### src/rtl/stdp_update_scheduler.sv
// Sweeps one shared STDP update unit over NUM_SYN weights in a single-port memory; shares the port with a host.
// Latency: 4 cycles per synapse, done 4*NUM_SYN+1 cycles after step_start; host read data 1 cycle after grant.
// Backpressure: host requests stall (host_gnt=0) while a sweep runs; step_start while busy is dropped with step_overrun.
module stdp_update_scheduler #(
    parameter int buffer_size = 32,
    parameter int NUM_SYN     = 64,
    parameter int ADDR_W      = 6
) (
    input  logic                     clk,
    input  logic                     reset,
    input  logic                     step_start,
    input  logic                     learning_phase,
    input  logic [NUM_SYN-1:0]       pre_spikes,
    input  logic [buffer_size-1:0]   V_mem_post,
    input  logic [buffer_size/2-1:0] Ca_post,
    output logic [ADDR_W-1:0]        mem_addr,
    output logic                     mem_rd_en,
    input  logic [buffer_size-1:0]   mem_rd_data,
    output logic                     mem_wr_en,
    output logic [buffer_size-1:0]   mem_wr_data,
    output logic                     upd_learning_phase,
    output logic                     upd_A_pre,
    output logic [buffer_size-1:0]   upd_W_previous,
    output logic [buffer_size-1:0]   upd_V_mem_post,
    output logic [buffer_size/2-1:0] upd_Ca_post,
    input  logic [buffer_size-1:0]   upd_W_new,
    input  logic                     host_req,
    input  logic                     host_we,
    input  logic [ADDR_W-1:0]        host_addr,
    input  logic [buffer_size-1:0]   host_wdata,
    output logic                     host_gnt,
    output logic [buffer_size-1:0]   host_rdata,
    output logic                     host_rvalid,
    output logic                     busy,
    output logic                     done,
    output logic                     step_overrun
);

    typedef enum logic [2:0] {IDLE, RD, LOAD, UPD, WR} state_t;

    localparam logic [ADDR_W-1:0] LAST_IDX = ADDR_W'(NUM_SYN - 1);

    state_t                   state;
    logic [ADDR_W-1:0]        idx;
    logic [buffer_size-1:0]   w_reg;
    logic [NUM_SYN-1:0]       spikes_lat;
    logic [buffer_size-1:0]   v_lat;
    logic [buffer_size/2-1:0] ca_lat;

    logic sweep_rd;
    logic sweep_wr;
    logic host_wr_gnt;
    logic host_rd_gnt;

    always_ff @(posedge clk or negedge reset) begin
        if (!reset) begin
            state        <= IDLE;
            idx          <= '0;
            w_reg        <= '0;
            spikes_lat   <= '0;
            v_lat        <= '0;
            ca_lat       <= '0;
            done         <= 1'b0;
            step_overrun <= 1'b0;
            host_rvalid  <= 1'b0;
        end else begin
            done         <= 1'b0;
            step_overrun <= 1'b0;
            host_rvalid  <= host_rd_gnt;
            if (step_start && state != IDLE)
                step_overrun <= 1'b1;
            case (state)
                IDLE: begin
                    if (step_start) begin
                        spikes_lat <= pre_spikes;
                        v_lat      <= V_mem_post;
                        ca_lat     <= Ca_post;
                        if (learning_phase) begin
                            idx   <= '0;
                            state <= RD;
                        end else begin
                            done <= 1'b1;
                        end
                    end
                end
                RD:   state <= LOAD;
                LOAD: begin
                    w_reg <= mem_rd_data;
                    state <= UPD;
                end
                UPD:  state <= WR;
                WR: begin
                    if (idx == LAST_IDX) begin
                        state <= IDLE;
                        done  <= 1'b1;
                    end else begin
                        idx   <= idx + 1'b1;
                        state <= RD;
                    end
                end
                default: state <= IDLE;
            endcase
        end
    end

    // Host is gated by reset so every output reads zero while reset is held.
    assign host_gnt    = reset & host_req & (state == IDLE) & ~step_start;
    assign host_wr_gnt = host_gnt & host_we;
    assign host_rd_gnt = host_gnt & ~host_we;
    assign host_rdata  = host_rvalid ? mem_rd_data : '0;

    assign sweep_rd = (state == RD);
    assign sweep_wr = (state == WR);
    assign busy     = (state != IDLE);

    assign mem_rd_en   = sweep_rd | host_rd_gnt;
    assign mem_wr_en   = sweep_wr | host_wr_gnt;
    assign mem_addr    = (sweep_rd | sweep_wr) ? idx : (host_gnt ? host_addr : '0);
    assign mem_wr_data = sweep_wr ? upd_W_new : (host_wr_gnt ? host_wdata : '0);

    // Data inputs stay stable through WR; only the enable drops so the unit's registers clear.
    assign upd_learning_phase = (state == UPD);
    assign upd_A_pre          = spikes_lat[idx];
    assign upd_W_previous     = w_reg;
    assign upd_V_mem_post     = v_lat;
    assign upd_Ca_post        = ca_lat;

endmodule

### config.mk
export PLATFORM = sky130hd
export DESIGN_NAME = stdp_update_scheduler
export DESIGN_NICKNAME = d
export VERILOG_FILES = /design/src/rtl/stdp_update_scheduler.sv
export SDC_FILE = /design/constraint.sdc
export NUM_CORES = 1
export LEC_CHECK = 0
export BUFFER_PORTS_ARGS = -buffer_cell sky130_fd_sc_hd__buf_2
export CORE_AREA = 2 2 149 151
export DETAILED_ROUTE_END_ITERATION = 10
export DIE_AREA = 0 0 151 153
export GPL_ROUTABILITY_DRIVEN = 0
export HOLD_SLACK_MARGIN = 0.1
export SLEW_MARGIN = 30
export SYNTH_ARGS = -nofsm -noshare
export SYNTH_HDL_FRONTEND = slang
export SYNTH_SLANG_ARGS = --single-unit
### constraint.sdc
create_clock -name clk -period 4.3 [get_ports clk]
set_input_delay 0.86 -clock clk [delete_from_list [all_inputs] [get_ports clk]]
set_output_delay 0.86 -clock clk [all_outputs]
set_load 0.02 [all_outputs]
==> summary.md <==
| Metric | Value |
|---|---|
| Synth Net Count | 729 |
| CP Buf/Inv Count | 2 |
| Total CTS buffers | 17 |
| CP Max Fanout | 14 |
| Switching fraction of total power | 37.0% |
| Part of the power in combinational logic | 43.3% |
| Final Non-Filler Cells | 1174 |
| Worst path arrival time | 2.84 ns |
| Initial Utilization | 33.7% |
| Min cycle time layout | 3.70 ns |
| Cell taking the most area after synthesis | dfrtp_1 |
| Slew @ Worst Pin | 0.820 ns |
| Number of flops mapped to enable cells by yosys | 0 |
| Most frequent cell after synthesis | dfrtp_1 |
| Leak | 0.00485 uW |
| DRT antenna net count | 0 |
| # Post-CTS Setup Buffers | 0 |
| # port buffers | 378 |
| Unique masters post-synth | 44 |
| MaxCap Viol Count | 0 |
| Initial antenna violation count | 6 |
| Hold slack | 0.482 ns |
| Worst min-delay path class | in2async |
| Slowest CP cell | dfrtp_1 |
| Part of the power in the clock network | 19.7% |
| Num Clock Sinks | 156 |
| Worst r2r src | state[0] |
| Die height | 153 um |
| Largest net degree at the start of global routing | 68 |
| R2r setup slk | 1.90 ns |
| Drt first pass iters | 4 |
| Worst setup SP type | flip-flop |
| Core ar. | 21500 um^2 |
| Worst R2R Path Depth | 6 |
| Post-Route Setup TNS | 0 ns |
| Post-DP HPWL | 16200 um |
| Synth Instances | 508 |
| Total die area | 23100 um^2 |
| Commonest cells post-synth | 156 x dfrtp_1, 144 x mux2_2, 39 x a22o_1 |
| Status | finished, final reports clean |
| Initial DRC count | 197 |
| R2R Path End | upd_Ca_post[8] |
| Count of final setup violators | 0 |
| Cell Chain, Critical Path | buf_4 -> mux4_2 -> nand3_1 -> o21ai_0 -> a311oi_1 -> o32ai_1 -> buf_2 |
| Overall Global Routing Usage | 18.0% |
| Int Power | 4610 uW |
| Slowest cell delay on critical path | 0.83 ns |
| Io pins | 379 |
| Hold Vio Cnt, Final | 0 |
| CTS H-tree depth | 4 |
| CP endpoint kind | primary output |
| Clock latency on the worst-skew pair | 0.42 ns |
| Post-synth ARST share | 100% |
| CTS Hold Bufs | 0 |
| Routed via count | 5470 |
| Worst path top cell family by delay | flip-flops |
| Total of warnings raised by yosys | 0 |
| VDD IR max | 0.335 mV |
| GRT overflow | 0 |
| Main flop type after synthesis | dfrtp_1 |
| Share of the synthesized area in the top cell type | 54.0% |
| Fraction of layout cells with a size suffix above 1 | 66.1% |
| PostCTS Resize Cnt | 0 |
| Die W | 151 um |
| Area grow syn2layout | 36.9% |
| RSZ-0062 raised after global routing | no |
| Dpl cells | 1139 |
| Pwr dens | 739 nW/um^2 |
| Tcrit/Tclk final | 86.1% |
| Layout fillers | 2047 |
| Total wire length | 20700 um |
| Clk_skew | 0.00854 ns |
| DRC viols | 0 |
| Reg power frac | 37.0% |
| CTS tree | built |
| First-pass GRT wire length | 31400 um |
| Clk buf depth | 2 |
| Vias in the first global route | 5715 |
| Synthesized flop and latch total | 156 |
| DR vias/cell | 4.66 |
| Synth top area cells | dfrtp_1 54%, mux2_2 22%, a22o_1 4.7% |
| Mean routed wirelength per cell | 17.7 um |
| Final Max Slew Viols | 0 |
| Worst slew margin | 45.4% |
| Root buf cell | clkbuf_16 |
| Clock transition at the registers of the reported paths | 0.06 ns |
| Required time of the critical path | 3.44 ns |
| Nets | 1100 |
| Sequential area share after synthesis | 54.0% |
| Crit Path Category | reg2out |
| Post-Syn Area per Cell | 14.2 um^2 |
| NetSw | 2710 uW |
| # rows | 54 |
| Synth Cell Area | 7230 um^2 |
| Achievable frequency | 270 MHz |
[cell usage in the layout, fill, tap and decap left out, drive strengths merged, types with 2 or more instances in the layout]
cell type	count
mux2i	7
diode	3
and2	36
mux4	15
xnor2	6
nand2	9
a211oi	3
nand3	5
buf	391
nor2	15
inv	9
clkinv	3
a21oi	2
and3b	2
dfrtp	156
o21ai	5
clkbuf	19
clkinvlp	4
a22o	39
or2	2
mux2	144
nor3b	2
[routing by layer]
| layer | global-route usage [%] | routed length, um | vias to the layer above |
|---|---|---|---|
| li1 | - | - | 2589 |
| met3 | 6.66 | 2080 | 22 |
| met1 | 19.5 | 7670 | 2628 |
| met2 | 32.2 | 10700 | 227 |
| met5 | 0 | 23 | - |
| met4 | 5.83 | 274 | 4 |
[registers in the layout (all words and copies together) (netlist names)]
register	flops
done	1
host_rvalid	1
idx	6
spikes_lat	64
state	3
step_overrun	1
upd_Ca_post	16
upd_V_mem_post	32
upd_W_previous	32
[power groups by stage]
| stage | logic, uW | registers [uW] | clock network (uW) |
|---|---|---|---|
| floorplan | 1920 | 3030 | 0 |
| global placement | 3170 | 2730 | 0 |
| detailed placement | 3220 | 2750 | 0 |
| CTS | 3220 | 2730 | 1490 |
| global route | 3410 | 2820 | 1540 |
| finish | 3170 | 2710 | 1440 |
[cells by family (layout without fill, tap and decap cells)]
logic type               Yosys count  in the layout  synth area share [%]
multiplexers                     166            166                  28.1
flip-flops                       156            156                  54.0
AND/OR/NAND/NOR                   76             76                  6.44
AO/OA/AOI/OAI                     59             59                  6.70
buffers and inverters             44            427                  3.91
XOR/XNOR                           6              6                 0.727
adder cells (fa/ha/maj)            1              1                 0.173
other                              0              3                     0
[worst reg2reg max path: stages (launching register included)]
cell and delay, ns:
dfrtp_1 0.53, nor2_8 0.20, inv_4 0.07, nor2_8 0.10
and2_4 0.62, buf_4 0.40, mux2_2 0.37
[cell type report]
| cell class | count | area, um^2 | share of cell area, % |
|---|---|---|---|
| clock buffer | 19 | 443 | 4.47 |
| timing repair buffer | 391 | 2010 | 20.3 |
| multi-input combinational | 308 | 3050 | 30.8 |
| antenna | 3 | 7.51 | 0.0758 |
| tap | 280 | 350 | 3.54 |
| inverter | 5 | 21.3 | 0.215 |
| clock inverter | 12 | 114 | 1.15 |
| sequential | 156 | 3900 | 39.4 |
[how the worst max path moves through the flow]
| stage | start | endpoint | slack, ns | cells past startpoint |
|---|---|---|---|---|
| CTS | idx[0] | upd_A_pre | 0.50 | 7 |
| floorplan | step_start | mem_wr_data[10] | 1.35 | 6 |
| detailed placement | idx[0] | upd_A_pre | 0.97 | 7 |
| global placement | idx[0] | upd_A_pre | 1.04 | 7 |
| global route | idx[0] | upd_A_pre | 0.34 | 7 |
| finish | idx[0] | upd_A_pre | 0.60 | 7 |
[metrics by stage]
stage | power, uW | util [%] | cell area (um^2) | worst slack (ns)
2_1_floorplan | 4950 | - | 7230 | 1.35
6_report | 7320 | 46.1 | 9900 | 0.596
5_1_grt | 7770 | 46.1 | 9900 | 0.341
3_5_place_dp | 5960 | 43.4 | 9320 | 0.971
3_3_place_gp | 5900 | 43.4 | 9320 | 1.04
4_1_cts | 7440 | 46.0 | 9870 | 0.502
No activity file was read; power rests on OpenSTA's default activity.
